## config.mk

```make
export PLATFORM = sky130hd
export DESIGN_NAME = dd_conv_ctrl
export DESIGN_NICKNAME = d
export VERILOG_FILES = /design/src/rtl/dd_pkg.sv /design/src/rtl/dd_digit_adj.sv /design/src/rtl/dd_conv_ctrl.sv
export SDC_FILE = /design/constraint.sdc
export NUM_CORES = 1
export LEC_CHECK = 0
export BUFFER_PORTS_ARGS = -buffer_cell sky130_fd_sc_hd__buf_2
export CAP_MARGIN = 5
export CORE_MARGIN = 5
export CORE_UTILIZATION = 39
export CTS_CLUSTER_DIAMETER = 120
export DETAILED_ROUTE_END_ITERATION = 8
export PLACE_DENSITY_LB_ADDON = 0.25
export SLEW_MARGIN = 10
export SYNTH_ARGS = -nofsm -noshare
export SYNTH_HDL_FRONTEND = slang
export SYNTH_SLANG_ARGS = --single-unit
```

## constraint.sdc

```tcl
create_clock -name clk -period 4.9 [get_ports clk]
set_clock_uncertainty 0.15 [all_clocks]
set_input_delay 0.98 -clock clk [delete_from_list [all_inputs] [get_ports clk]]
set_output_delay 0.98 -clock clk [all_outputs]
set_load 0.05 [all_outputs]
```

## src/rtl/dd_pkg.sv

```systemverilog
`default_nettype none
// ============================================================================
//  Module   : dd_pkg
//  Brief    : Shared types and constants for the double-dabble controller.
//  Revision : 1.0  initial release
// ============================================================================
package dd_pkg;

    typedef enum logic [1:0] {
        IDLE  = 2'd0,
        ADJ   = 2'd1,
        SHIFT = 2'd2,
        DONE  = 2'd3
    } dd_state_t;

    localparam int         BCD_W       = 4;
    localparam logic [3:0] ADD3_THRESH = 4'd4;
    localparam logic [3:0] ADD3_VAL    = 4'd3;

    // Number of decimal digits needed to hold 2^width-1.
    function automatic int dd_min_digits(input int width);
        int v;
        int d;
        v = (1 << width) - 1;
        d = 0;
        while (v > 0) begin
            v = v / 10;
            d = d + 1;
        end
        return (d == 0) ? 1 : d;
    endfunction

endpackage
`default_nettype wire

```

## src/rtl/dd_digit_adj.sv

```systemverilog
`default_nettype none
// ============================================================================
//  Module   : dd_digit_adj
//  Brief    : Single BCD digit add-3 adjust (digit > 4 -> digit + 3).
//  Revision : 1.0  initial release
// ============================================================================
module dd_digit_adj
    import dd_pkg::*;
(
    input  logic [3:0] i_digit,
    output logic [3:0] o_digit
);

    assign o_digit = (i_digit > ADD3_THRESH) ? (i_digit + ADD3_VAL) : i_digit;

endmodule
`default_nettype wire

```

## src/rtl/dd_conv_ctrl.sv

```systemverilog
`default_nettype none
// ============================================================================
//  Module   : dd_conv_ctrl
//  Brief    : Binary-to-BCD double-dabble sequencer with valid/ready in/out.
//             Define DD_FAST_ADJ_EN to fold the add-3 adjust into each shift.
//  Revision : 1.0  initial release
// ============================================================================
module dd_conv_ctrl
    import dd_pkg::*;
#(
    parameter int WIDTH  = 8,
    parameter int DIGITS = 3
)
(
    input  logic                  clk,
    input  logic                  rst,
    input  logic                  in_valid,
    output logic                  in_ready,
    input  logic [WIDTH-1:0]      bin_in,
    output logic                  out_valid,
    input  logic                  out_ready,
    output logic [4*DIGITS-1:0]   bcd_out,
    output logic                  busy
);

    localparam int c_BCDW = BCD_W * DIGITS;
    localparam int c_TOTW = c_BCDW + WIDTH;
    localparam int c_CNTW = $clog2(WIDTH + 1);

    if (WIDTH < 4 || WIDTH > 16) begin : g_bad_width
        $fatal(1, "dd_conv_ctrl: WIDTH must be within 4..16");
    end
    if (DIGITS < dd_min_digits(WIDTH)) begin : g_bad_digits
        $fatal(1, "dd_conv_ctrl: DIGITS too small to hold 2^WIDTH-1");
    end

    dd_state_t           r_state;
    logic [c_TOTW-1:0]   r_work;
    logic [c_CNTW-1:0]   r_cnt;
    logic                r_in_ready;
    logic                r_out_valid;
    logic                r_busy;
    logic [c_BCDW-1:0]   r_bcd_out;

    logic [c_BCDW-1:0]   w_adj_bcd;
    logic [c_BCDW-1:0]   w_bcd_src;
    logic [c_TOTW-1:0]   w_next_shift;
    logic [c_CNTW-1:0]   w_cnt_nxt;

    for (genvar gi = 0; gi < DIGITS; gi++) begin : g_digit
        dd_digit_adj u_adj (
            .i_digit (r_work[WIDTH + BCD_W*gi +: BCD_W]),
            .o_digit (w_adj_bcd[BCD_W*gi +: BCD_W])
        );
    end

`ifdef DD_FAST_ADJ_EN
    // Shift operates on the adjusted digits, so no separate ADJ cycle is needed.
    assign w_bcd_src = w_adj_bcd;
`else
    assign w_bcd_src = r_work[c_TOTW-1:WIDTH];
`endif

    assign w_next_shift = {w_bcd_src[c_BCDW-2:0], r_work[WIDTH-1:0], 1'b0};
    assign w_cnt_nxt    = r_cnt + c_CNTW'(1);

    always_ff @(posedge clk) begin
        if (rst) begin
            r_state     <= IDLE;
            r_work      <= '0;
            r_cnt       <= '0;
            r_in_ready  <= 1'b1;
            r_out_valid <= 1'b0;
            r_busy      <= 1'b0;
            r_bcd_out   <= '0;
        end else begin
            case (r_state)
                IDLE: begin
                    if (in_valid && r_in_ready) begin
                        r_work     <= {{c_BCDW{1'b0}}, bin_in};
                        r_cnt      <= '0;
                        r_in_ready <= 1'b0;
                        r_busy     <= 1'b1;
`ifdef DD_FAST_ADJ_EN
                        r_state    <= SHIFT;
`else
                        r_state    <= ADJ;
`endif
                    end
                end
                ADJ: begin
                    r_work[c_TOTW-1:WIDTH] <= w_adj_bcd;
                    r_state                <= SHIFT;
                end
                SHIFT: begin
                    r_work <= w_next_shift;
                    r_cnt  <= w_cnt_nxt;
                    if (w_cnt_nxt == c_CNTW'(WIDTH)) begin
                        r_state     <= DONE;
                        r_busy      <= 1'b0;
                        r_out_valid <= 1'b1;
                        r_bcd_out   <= w_next_shift[c_TOTW-1:WIDTH];
                    end else begin
`ifdef DD_FAST_ADJ_EN
                        r_state <= SHIFT;
`else
                        r_state <= ADJ;
`endif
                    end
                end
                DONE: begin
                    if (out_ready) begin
                        r_state     <= IDLE;
                        r_out_valid <= 1'b0;
                        r_in_ready  <= 1'b1;
                    end
                end
                default: r_state <= IDLE;
            endcase
        end
    end

    assign in_ready  = r_in_ready;
    assign out_valid = r_out_valid;
    assign busy      = r_busy;
    assign bcd_out   = r_bcd_out;

endmodule
`default_nettype wire

```

## Word level (Yosys, flattened, before mapping)

Cells that the tools add are included.
W data, S select, Z words.

| word-level totals | value |
|---|---|
| flip-flop bits (word level) | 41 |
| bits of input ports | 12 |
| output and inout bits | 15 |

| operators by class | value |
|---|---|
| add/subtract/negate cells | 4 |
| magnitude comparators | 3 |
| eq/ne operators | 10 |
| multiplexer cells | 21 |
| reduce and logical (&&, ||, !) cells | 15 |

Operator list:

| kind | number |
|---|---|
| $pmux W12 S3 | 1 |
| $mux W20 | 1 |
| $reduce_and A3 Y1 | 6 |
| $mux W4 | 4 |
| $pmux W8 S2 | 1 |
| $add A4 B2 Y4 const B | 3 |
| $gt A4 B3 Y1 const B | 3 |
| $pmux W2 S4 | 1 |
| $pmux W4 S2 | 1 |
| $mux W1 | 6 |
| $mux W2 | 3 |
| $ne A2 B1 Y1 const B | 3 |
| $ne A2 B2 Y1 const B | 3 |
| $pmux W1 S2 | 3 |
| $reduce_and A2 Y1 | 3 |
| $reduce_bool A2 Y1 | 3 |
| $add A4 B1 Y4 const B | 1 |
| $eq A2 B2 Y1 const B | 2 |
| $eq A4 B4 Y1 const B | 1 |
| $reduce_bool A3 Y1 | 1 |
| $eq A2 B1 Y1 const B | 1 |
| $logic_not A2 Y1 | 1 |
| $logic_and A1 B1 Y1 | 1 |

## Logic depth before layout (Yosys ltp)

Gate-level depths: netlist of run 1.

| logic depth | value |
|---|---|
| depth after elaboration | 4 |
| mapped depth | 8 |
| mapped depth without buffers | 7 |

## Cells and area by module

From an unflattened synthesis of run 1, not the netlist that was laid out.

| unflattened totals | value |
|---|---|
| cells, all modules | 258 |
| area total of the unflattened synthesis | 2314.7 µm² |

Modules (own cells, without submodules):

| module | times used | cells an instance | area each (µm²) |
|---|---|---|---|
| dd_conv_ctrl | 1 | 213 | 2003.2 |
| dd_digit_adj | 3 | 15 | 103.8 |

## Worst setup path after synthesis of run 1

No wires, ideal clock.

| path | value |
|---|---|
| path kind | input to register |
| start | input port in_valid |
| end | register r_cnt[3] |
| library setup time | 0.070 ns |
| arrival time | 1.691 ns |
| path slack | 2.989 ns |
| stages | 4 |
| path buffers | 0 |
| cells stage by stage | a21boi_2 nand2b_1 or3_1 a21oi_1 |

| on the way | value |
|---|---|
| cells in the longest elaborated chain, start to end | 3 |

Ends and longest elaborated chain:

| item | line | RTL |
|---|---|---|
| start: declaration | dd_conv_ctrl.sv:17 | `input logic in_valid,` |
| $logic_and A1 B1 Y1 | dd_conv_ctrl.sv:79 | `if (in_valid && r_in_ready) begin` |
| $ne A2 B2 Y1 (no line) | -- |  |
| $reduce_and A2 Y1 (no line) | -- |  |
| end signal: assignment | dd_conv_ctrl.sv:97 | `r_cnt <= w_cnt_nxt;` |
| end: declaration | dd_conv_ctrl.sv:39 | `logic [c_CNTW-1:0] r_cnt;` |

Every way passes these cells.
A chain may end at the register's enable or synchronous reset.

## Final worst setup path of run 1

| path | value |
|---|---|
| start | register r_state[0] |
| end | register r_cnt[2] |

| on the way | value |
|---|---|
| cells in the longest elaborated chain, start to end | 3 |
| elaborated cells on any way between the ends | 6 |
| those cells by class | eq/ne (2); mux (1); reduce/logical (3) |

Ends and longest elaborated chain:

| item | line | RTL |
|---|---|---|
| start: declaration | dd_conv_ctrl.sv:37 | `dd_state_t r_state;` |
| start signal: assignment | dd_conv_ctrl.sv:69 | `r_state <= IDLE;` |
| start signal: assignment | dd_conv_ctrl.sv:87 | `r_state <= ADJ;` |
| start signal: assignment | dd_conv_ctrl.sv:93 | `r_state <= SHIFT;` |
| $eq A2 B2 Y1 or $logic_not A2 Y1 (tied branches) | dd_conv_ctrl.sv:77 | `case (r_state)` |
| $reduce_bool A2 Y1 (no line) or $ne A2 B2 Y1 (tied branches) | -- |  |
| $reduce_and A2 Y1 (no line) | -- |  |

Parallel ways exist; a longest one is shown, timed or not.

==> results of run 1 <==
power groups by stage:
stage	registers, uW	logic [uW]	clock network, uW
2_1_floorplan	441	352	0
3_3_place_gp	430	448	0
3_5_place_dp	431	451	0
4_1_cts	424	455	291
5_1_grt	433	516	305
6_report	424	456	281
state kept, by name, summed over array words and instances, names as in the netlist:
name / count
r_cnt: 4
r_state: 2
busy: 1
out_valid: 1
in_ready: 1
r_work: 20
bcd_out: 12
cell families after synthesis:
kind of cell    synth area share
compound gates            0.2323
fa+ha+maj                0.07874
simple gates              0.2042
flops                     0.3690
xor+xnor                 0.01968
mux                      0.03150
buf+inv                  0.06468
how the worst max path moves through the flow:
stage	cells past startpoint	from	end	slack (ns)
floorplan	4	in_valid	r_cnt[3]	2.99
global placement	8	r_state[0]	r_cnt[2]	2.45
detailed placement	8	r_state[0]	r_cnt[2]	2.41
CTS	8	r_state[0]	r_cnt[2]	2.31
global route	8	r_state[0]	r_cnt[2]	2.13
finish	8	r_state[0]	r_cnt[2]	2.33
final cells by class:
type | count | area share
clock buffer | 7 | 0.03448
inverter | 21 | 0.03148
multi-input combinational | 188 | 0.5032
clock inverter | 1 | 0.01199
tap | 72 | 0.03598
timing repair buffer | 27 | 0.05497
sequential | 41 | 0.3278
Yosys cell counts:
master    number  area share
dfxtp_1       41        0.37
nand2_1       24       0.040
a21oi_1       20       0.045
inv_1         20       0.034
nor2_1        17       0.029
o21ai_0       17       0.038
ha_1          14       0.079
nand3_1       10       0.022
a211oi_1       9       0.030
nand2b_1       9       0.025
a211o_1        8       0.031
mux2i_1        7       0.031
nand4b_1       7       0.028
o22ai_1        6       0.017
o31ai_1        6       0.020
xor2_1         5       0.020
and2_1         4       0.011
buf_2          4      0.0090
clkbuf_1       4      0.0067
buf_1          3      0.0051
nand3b_1       3       0.010
nand4_1        3      0.0084
a22oi_1        2      0.0067
nand3_2        2      0.0090
a21boi_1       1      0.0034
a21boi_2       1      0.0051
a21oi_4        1      0.0073
a311oi_1       1      0.0039
a31oi_1        1      0.0028
a32o_1         1      0.0045
and2_4         1      0.0039
buf_6          1      0.0051
clkbuf_4       1      0.0034
inv_2          1      0.0017
nand2_4        1      0.0051
nor2_2         1      0.0028
nor3b_1        1      0.0034
o21ai_2        1      0.0039
o21bai_1       1      0.0034
o22ai_4        1      0.0090
or2_2          1      0.0028
or3_1          1      0.0028
worst min-delay path: stages (launching register included):
cell	delay, ns
dfxtp_1	0.31
nand2b_1	0.06
o21ai_0	0.06
metal layers:
metal / share of wire / track usage / vias up
li1: - / - / 964
met1: 0.49 / 0.1798 / 842
met2: 0.44 / 0.2055 / 39
met3: 0.055 / 0.03650 / 6
met4: 0.012 / 0.04460 / 0
met5: 0 / 0 / -
stage by stage:
step | worst slack (ns) | total power [uW] | hold slack (ns)
2_1_floorplan | 2.989 | 793.5 | 0.2958
3_5_place_dp | 2.408 | 882.0 | 0.3136
3_3_place_gp | 2.451 | 878.9 | 0.3084
4_1_cts | 2.311 | 1170 | 0.3282
5_1_grt | 2.127 | 1254 | 0.3446
6_report | 2.330 | 1161 | 0.3223
==> impl_metrics.csv, run 1 <==
group,metric,value,unit
die,dieHeight,85.53,um
pwr,p_switching,457.6,uW
layout,drive_gt1_frac,0.1579,
grt,grt_overflow_total,0,
sta,max_freq,0.3891,GHz
clocking,cts_buffers,5,
detailed_routing,first_iter_violations,192,
layout,final-seq-area,820.8,um2
sta,hold_viol_final,0,
clocking,cts_setup_buffers,0,
clocking,cts.path.max_buffers,2,
grt,grt_max_degree,54,
layout,diodes,0,
pwr,power_frac_comb,0.393,
layout,multi_input_area,0.001260,mm2
layout,stdcell_count,357,
logic_synthesis,synth_cells,263,
worst_setup_path,cp_top_family,"compound AO/OA/AOI/OAI gates",
logic_synthesis,avgSynthCellArea,8.459,um2
pwr,p_int,703.4,uW
detailed_routing,via_per_inst,5.185,
outcome,run_status,"finished, final reports clean",
pwr,irDropWorstVdd,0.0002189,V
min_path,whs_endpoint,"bcd_out[0]",
worst_setup_path,reg2reg_to,"r_cnt[2]",
worst_setup_path,cp_data_arrival_time,2.56,ns
sta,tightest_slew,0.8864,ns
min_path,holdPathStages,2,
clocking,tritoncts,"yes",
detailed_routing,drc,0,
clocking,clkTransAtPathRegs,0.07,ns
clocking,clock_latency,0.29,ns
worst_setup_path,cp_max_fo,26,
worst_setup_path,critPathSlowestCell,"o21ai_2",
die,die-area,0.007315,mm2
clocking,cts_num_sinks,41,
worst_setup_path,r2r_slack,2.33,ns
min_path,hold_class,"reg -> reg",
pwr,p_leak,0.0009504,uW
layout,nNetsFinal,310,
detailed_routing,vias,1851,
clocking,cts_root_buf,"clkbuf_8",
grt,grt_usage,0.1333,
detailed_routing,wire_per_inst,13.06,um
detailed_routing,postRouteWirelength,4663,um
grt,grt_pass1_vias,1759,
sta,fin_crit_sh,0.5246,
grt,grt_pass1_wl,8073,um
layout,final_util,0.4519,
clocking,hold_buffers,0,
logic_synthesis,synth_area,0.002225,mm2
die,start_util,0.4015,
placement,place_hpwl,3142,um
clocking,cts-htree-levels,2,
sta,fin_tns_setup,0,ns
sta,relSlewSlack,0.4091,
die,core_area,0.005540,mm2
min_path,holdCritStartpoint,"bcd_out[0]",
worst_setup_path,crit_type,"reg -> reg",
sta,period_needed,2.570,ns
detailed_routing,postRouteAntennaNets,0,
clocking,cts_resized,0,
layout,nFillCells,572,
die,rows,27,
logic_synthesis,syn-num-nets,289,
worst_setup_path,reg2reg_depth,8,
pwr,sw_frac_of_total,0.3942,
worst_setup_path,cp-start-kind,"register",
placement,dpl.cell_count,349,
sta,setup_viol,0,
detailed_routing,dr.pass1.iters,4,
worst_setup_path,endpoint_kind,"register",
worst_setup_path,slowest_delay,0.51,ns
pwr,pwr-share-seq,0.365,
layout,finalInstanceArea,0.002504,mm2
layout,syn_to_final_growth,12.54,%
logic_synthesis,yosysSeqAreaShare,0.3690,
grt,antenna_found_initial,0,
sta,rsz0062_at_grt,"no",
layout,final_cell_mix,"dfxtp_1, buf_2, nand2_1",
die,die_x,85.53,um
worst_setup_path,reg2reg_from,"r_state[0]",
worst_setup_path,cp_num_buf_inv,3,
layout,layout_commonest_cell,"dfxtp_1",
worst_setup_path,cp.required,4.89,ns
pwr,p_per_area,463.8,mW/mm2
logic_synthesis,ys_warn_count,0,
run,maxCapViolCount,0,
placement,place_congestion,0.7772,
logic_synthesis,ys_ff_latch,41,
placement,placed_cell_area,0.002387,mm2
logic_synthesis,yosysUniqueCellTypes,42,
sta,finalMaxSlewViolations,0,
placement,portBuffers,26,
worst_setup_path,crit_chain,"inv_1 -> ha_1 -> buf_4 -> inv_2 -> o21ai_2 -> o21ai_0 -> nand2_1 -> a21oi_1",
die,io_pins,27,
pwr,p_clk_frac,0.242,
Note: power is estimated with default switching activity, not from simulation.
==> run 2, diff against run 1 <==
Clock period 4.9 ns to 2.25 ns, I/O delays scaled along.
==> run 2 against run 1 <==
Net effect:
- cell count is 1.4% higher
- critical path depth is 1 lower
- register-to-register slack worse by 2.1 ns
- largest power group unchanged
- final area grew 1.4%
- sequential share of layout area decreased by 0.47 points
- non-clock buffer count grew 5
==> impl_metrics.csv, run 2 (synthesis results as in run 1) <==
group,metric,value,unit
outcome,run_status,"finished, final reports clean",
layout,top_register,"r_work",
layout,nFillCells,591,
die,rows,27,
clocking,cts-htree-levels,2,
placement,placed_cell_area,0.002425,mm2
grt,use_met3,0.03362,
sta,finalMaxSlewViolations,0,
clocking,cts.path.max_buffers,2,
clocking,cts_setup_buffers,0,
layout,final_cell_mix,"dfxtp_1, buf_2, nand2_1",
layout,final-seq-area,820.8,um2
die,io_pins,27,
placement,place_hpwl,3427,um
grt,grt_pass1_wl,8459,um
layout,diodes,0,
grt,groute.layer.met1.usage,0.1780,
grt,antenna_found_initial,0,
die,die-area,0.007315,mm2
worst_setup_path,crit_type,"reg -> reg",
detailed_routing,postRouteAntennaNets,0,
detailed_routing,postRouteWirelength,4926,um
die,core_area,0.005540,mm2
sta,relSlewSlack,0.5860,
worst_setup_path,cp_max_fo,9,
clocking,tritoncts,"yes",
clocking,clock_latency,0.30,ns
min_path,hold_class,"in -> reg",
clocking,hold_buffers,0,
grt,grt_usage,0.1411,
clocking,cts_num_sinks,41,
sta,whs,0.2401,ns
worst_setup_path,cp.required,2.33,ns
detailed_routing,dr.pass1.iters,4,
grt,grt_pass1_vias,1862,
placement,portBuffers,26,
layout,layout_commonest_cell,"dfxtp_1",
pwr,p_leak,0.0009710,uW
sta,hold_viol_final,0,
grt,grt_busiest_layer,"met2",
detailed_routing,drc,0,
sta,fin_crit_sh,0.8794,
clocking,cts_resized,0,
layout,drive_gt1_frac,0.1759,
layout,nNetsFinal,315,
grt,grt_overflow_total,0,
grt,grt.met2_usage,0.2359,
sta,setup_viol,0,
layout,syn_to_final_growth,14.17,%
sta,setup_slack,0.2712,ns
placement,place_congestion,0.7555,
pwr,p_per_area,1008,mW/mm2
layout,largest_reg_flops,20,
detailed_routing,wire_per_inst,13.61,um
die,start_util,0.4015,
detailed_routing,first_iter_violations,99,
grt,grt_max_degree,39,
detailed_routing,via_per_inst,5.160,
run,maxCapViolCount,0,
die,die_x,85.53,um
clocking,cts_buffers,5,
sta,period_needed,1.979,ns
layout,multi_input_area,0.001260,mm2
sta,max_freq,0.5054,GHz
layout,finalInstanceArea,0.002540,mm2
die,dieHeight,85.53,um
clocking,cts_root_buf,"clkbuf_8",
placement,pre_cts_slack,0.2943,ns
detailed_routing,vias,1868,
layout,final_util,0.4584,
pwr,irDropWorstVdd,0.0007336,V
clocking,clkTransAtPathRegs,0.08,ns
sta,fin_tns_setup,0,ns
worst_setup_path,endpoint_kind,"register",
worst_setup_path,cp_data_arrival_time,2.05,ns
sta,tightest_slew,0.6211,ns
worst_setup_path,cp-start-kind,"register",
sta,rsz0062_at_grt,"no",
## run 2: metrics by stage
step / instances / total power [uW]
detailed placement: 354 / 1962
global placement: 354 / 1952
global route: 362 / 2774
floorplan: 263 / 1728
CTS: 362 / 2585
finish: 362 / 2559
## run 2: path summary, 6_finish.rpt
kind                                 start          to  slack, ns  cells after the start
worst max register to register  r_state[0]  r_work[10]       0.27                      7
worst min register to register  bcd_out[0]  bcd_out[0]       0.32                      2
worst min-delay path             bin_in[0]   r_work[0]       0.24                      3
worst max-delay path            r_state[0]  r_work[10]       0.27                      7
## run 2: report_power, final
part | switching [uW] | internal, uW
logic | 658 | 361
clock network | 282 | 332
registers | 93.0 | 833
total | 1030 | 1530
## run 2: layout make-up
class	instances	area share
tap	72	0.03547
clock inverter	3	0.01823
timing repair buffer	32	0.06897
clock buffer	5	0.02709
sequential	41	0.3232
inverter	21	0.03103
multi-input combinational	188	0.4961
## run 2: worst max-delay path: stages, from the launching register on
cell      delay [ns]
dfxtp_1         0.43
inv_1           0.12
ha_1            0.27
a21boi_2        0.20
nor2_2          0.28
and2_1          0.23
nand3_1         0.09
a21oi_1         0.14
## run 2: routing by layer
metal,routed length [um],share of wire
met1,2393,0.49
met3,221,0.045
met5,0,0
met2,2240,0.45
met4,70,0.014
==> run 3, diff against run 2 <==
Settings changed: CTS_BUF_LIST set to sky130_fd_sc_hd__clkbuf_16.
Clock period 2.25 ns to 2.5 ns, I/O delays scaled along.
==> run 3 against run 2 <==
Net effect:
- hold slack improved by 0.065 ns
- sequential power decreased by 10%
- critical endpoint unchanged
- sequential share of layout area fell by 0.75 points
- cell count down 0.55%
- first-iteration DRC count is 19% higher
==> impl_metrics.csv, run 3 (synthesis results as in run 1) <==
group,metric,value,unit
grt,grt_max_degree,47,
clocking,cts_setup_buffers,0,
sta,max_freq,0.4981,GHz
clocking,cts_root_buf,"clkbuf_16",
die,start_util,0.4015,
sta,hold_viol_final,0,
worst_setup_path,cp_data_arrival_time,2.07,ns
die,io_pins,27,
worst_setup_path,endpoint_kind,"register",
layout,syn_to_final_growth,16.87,%
die,core_area,0.005540,mm2
detailed_routing,postRouteAntennaNets,0,
layout,nFillCells,551,
clocking,cts.path.max_buffers,2,
detailed_routing,drc,0,
layout,stdcell_count,360,
min_path,hold_class,"in -> reg",
detailed_routing,postRouteWirelength,4673,um
sta,fin_tns_setup,0,ns
layout,final_cell_mix,"dfxtp_1, buf_2, nand2_1",
placement,place_hpwl,3345,um
worst_setup_path,crit_type,"reg -> reg",
sta,fin_crit_sh,0.8031,
grt,grt_pass1_wl,8217,um
die,rows,27,
pwr,p_per_area,982.8,mW/mm2
clocking,cts-htree-levels,2,
worst_setup_path,cp-start-kind,"register",
grt,grt_usage,0.1384,
worst_setup_path,cp_max_fo,9,
layout,top_register,"r_work",
sta,whs,0.3055,ns
grt,antenna_found_initial,0,
placement,portBuffers,26,
layout,nNetsFinal,313,
clocking,hold_buffers,0,
pwr,total_power,2555,uW
layout,layout_commonest_cell,"dfxtp_1",
worst_setup_path,cp.required,2.56,ns
clocking,cts_buffers,5,
detailed_routing,wire_per_inst,12.98,um
sta,relSlewSlack,0.5067,
layout,final_util,0.4693,
detailed_routing,via_per_inst,5.075,
die,die_x,85.53,um
layout,diodes,0,
die,die-area,0.007315,mm2
detailed_routing,dr.pass1.iters,4,
pwr,p_leak,0.001000,uW
detailed_routing,vias,1827,
sta,rsz0062_at_grt,"no",
grt,grt_overflow_total,0,
run,maxCapViolCount,0,
outcome,run_status,"finished, final reports clean",
detailed_routing,first_iter_violations,118,
sta,finalMaxSlewViolations,0,
placement,dpl.cell_count,352,
placement,place_congestion,0.8468,
sta,period_needed,2.008,ns
clocking,clock_latency,0.28,ns
clocking,tritoncts,"yes",
layout,largest_reg_flops,20,
clocking,cts_num_sinks,41,
die,dieHeight,85.53,um
sta,tightest_slew,0.7400,ns
grt,grt_pass1_vias,1754,
clocking,cts_resized,0,
clocking,clkTransAtPathRegs,0.06,ns
layout,drive_gt1_frac,0.1701,
pwr,irDropWorstVdd,0.0003928,V
sta,setup_viol,0,
run 3: final timing paths:
kind,startpoint,endpoint,slack (ns),cells after the start
max,r_state[0],r_work[10],0.49,7
min,bin_in[0],r_work[0],0.31,3
max reg2reg,r_state[0],r_work[10],0.49,7
min reg2reg,bcd_out[3],bcd_out[3],0.32,2
run 3: where the power goes:
part	total (uW)	switching [uW]	internal, uW
combinational	894	580	314
sequential	833	82.1	751
clock	829	259	570
run 3: stage by stage:
stage	cell area, um2	setup WS (ns)
floorplan	2225	0.7175
global route	2600	0.3173
finish	2600	0.4922
global placement	2410	0.5628
detailed placement	2410	0.5145
CTS	2600	0.5096
run 3: layer usage:
layer | vias up | global-route usage | share of wire | wire [um]
li1 | 977 | - | - | -
met1 | 815 | 0.1882 | 0.49 | 2270
met2 | 28 | 0.2090 | 0.44 | 2070
met3 | 7 | 0.04035 | 0.056 | 260
met4 | 0 | 0.04748 | 0.015 | 71
met5 | - | 0 | 0 | 0
run 3: layout make-up:
cell class	instances	area, um2	share of cell area
clock inverters	3	65.06	0.02502
inverters	21	78.83	0.03032
clock buffers	5	125.1	0.04812
well taps	72	90.09	0.03465
multi-input cells	188	1260	0.4846
flip-flops and latches	41	820.8	0.3157
repair buffers	30	160.2	0.06160
run 3: worst max-delay path, cell delays in order (launching register included):
cell and delay, ns:
dfxtp_1 0.42, inv_1 0.11, ha_1 0.27, a21boi_2 0.20, nor2_2 0.32, and2_1 0.23, nand3_1 0.09, a21oi_1 0.14
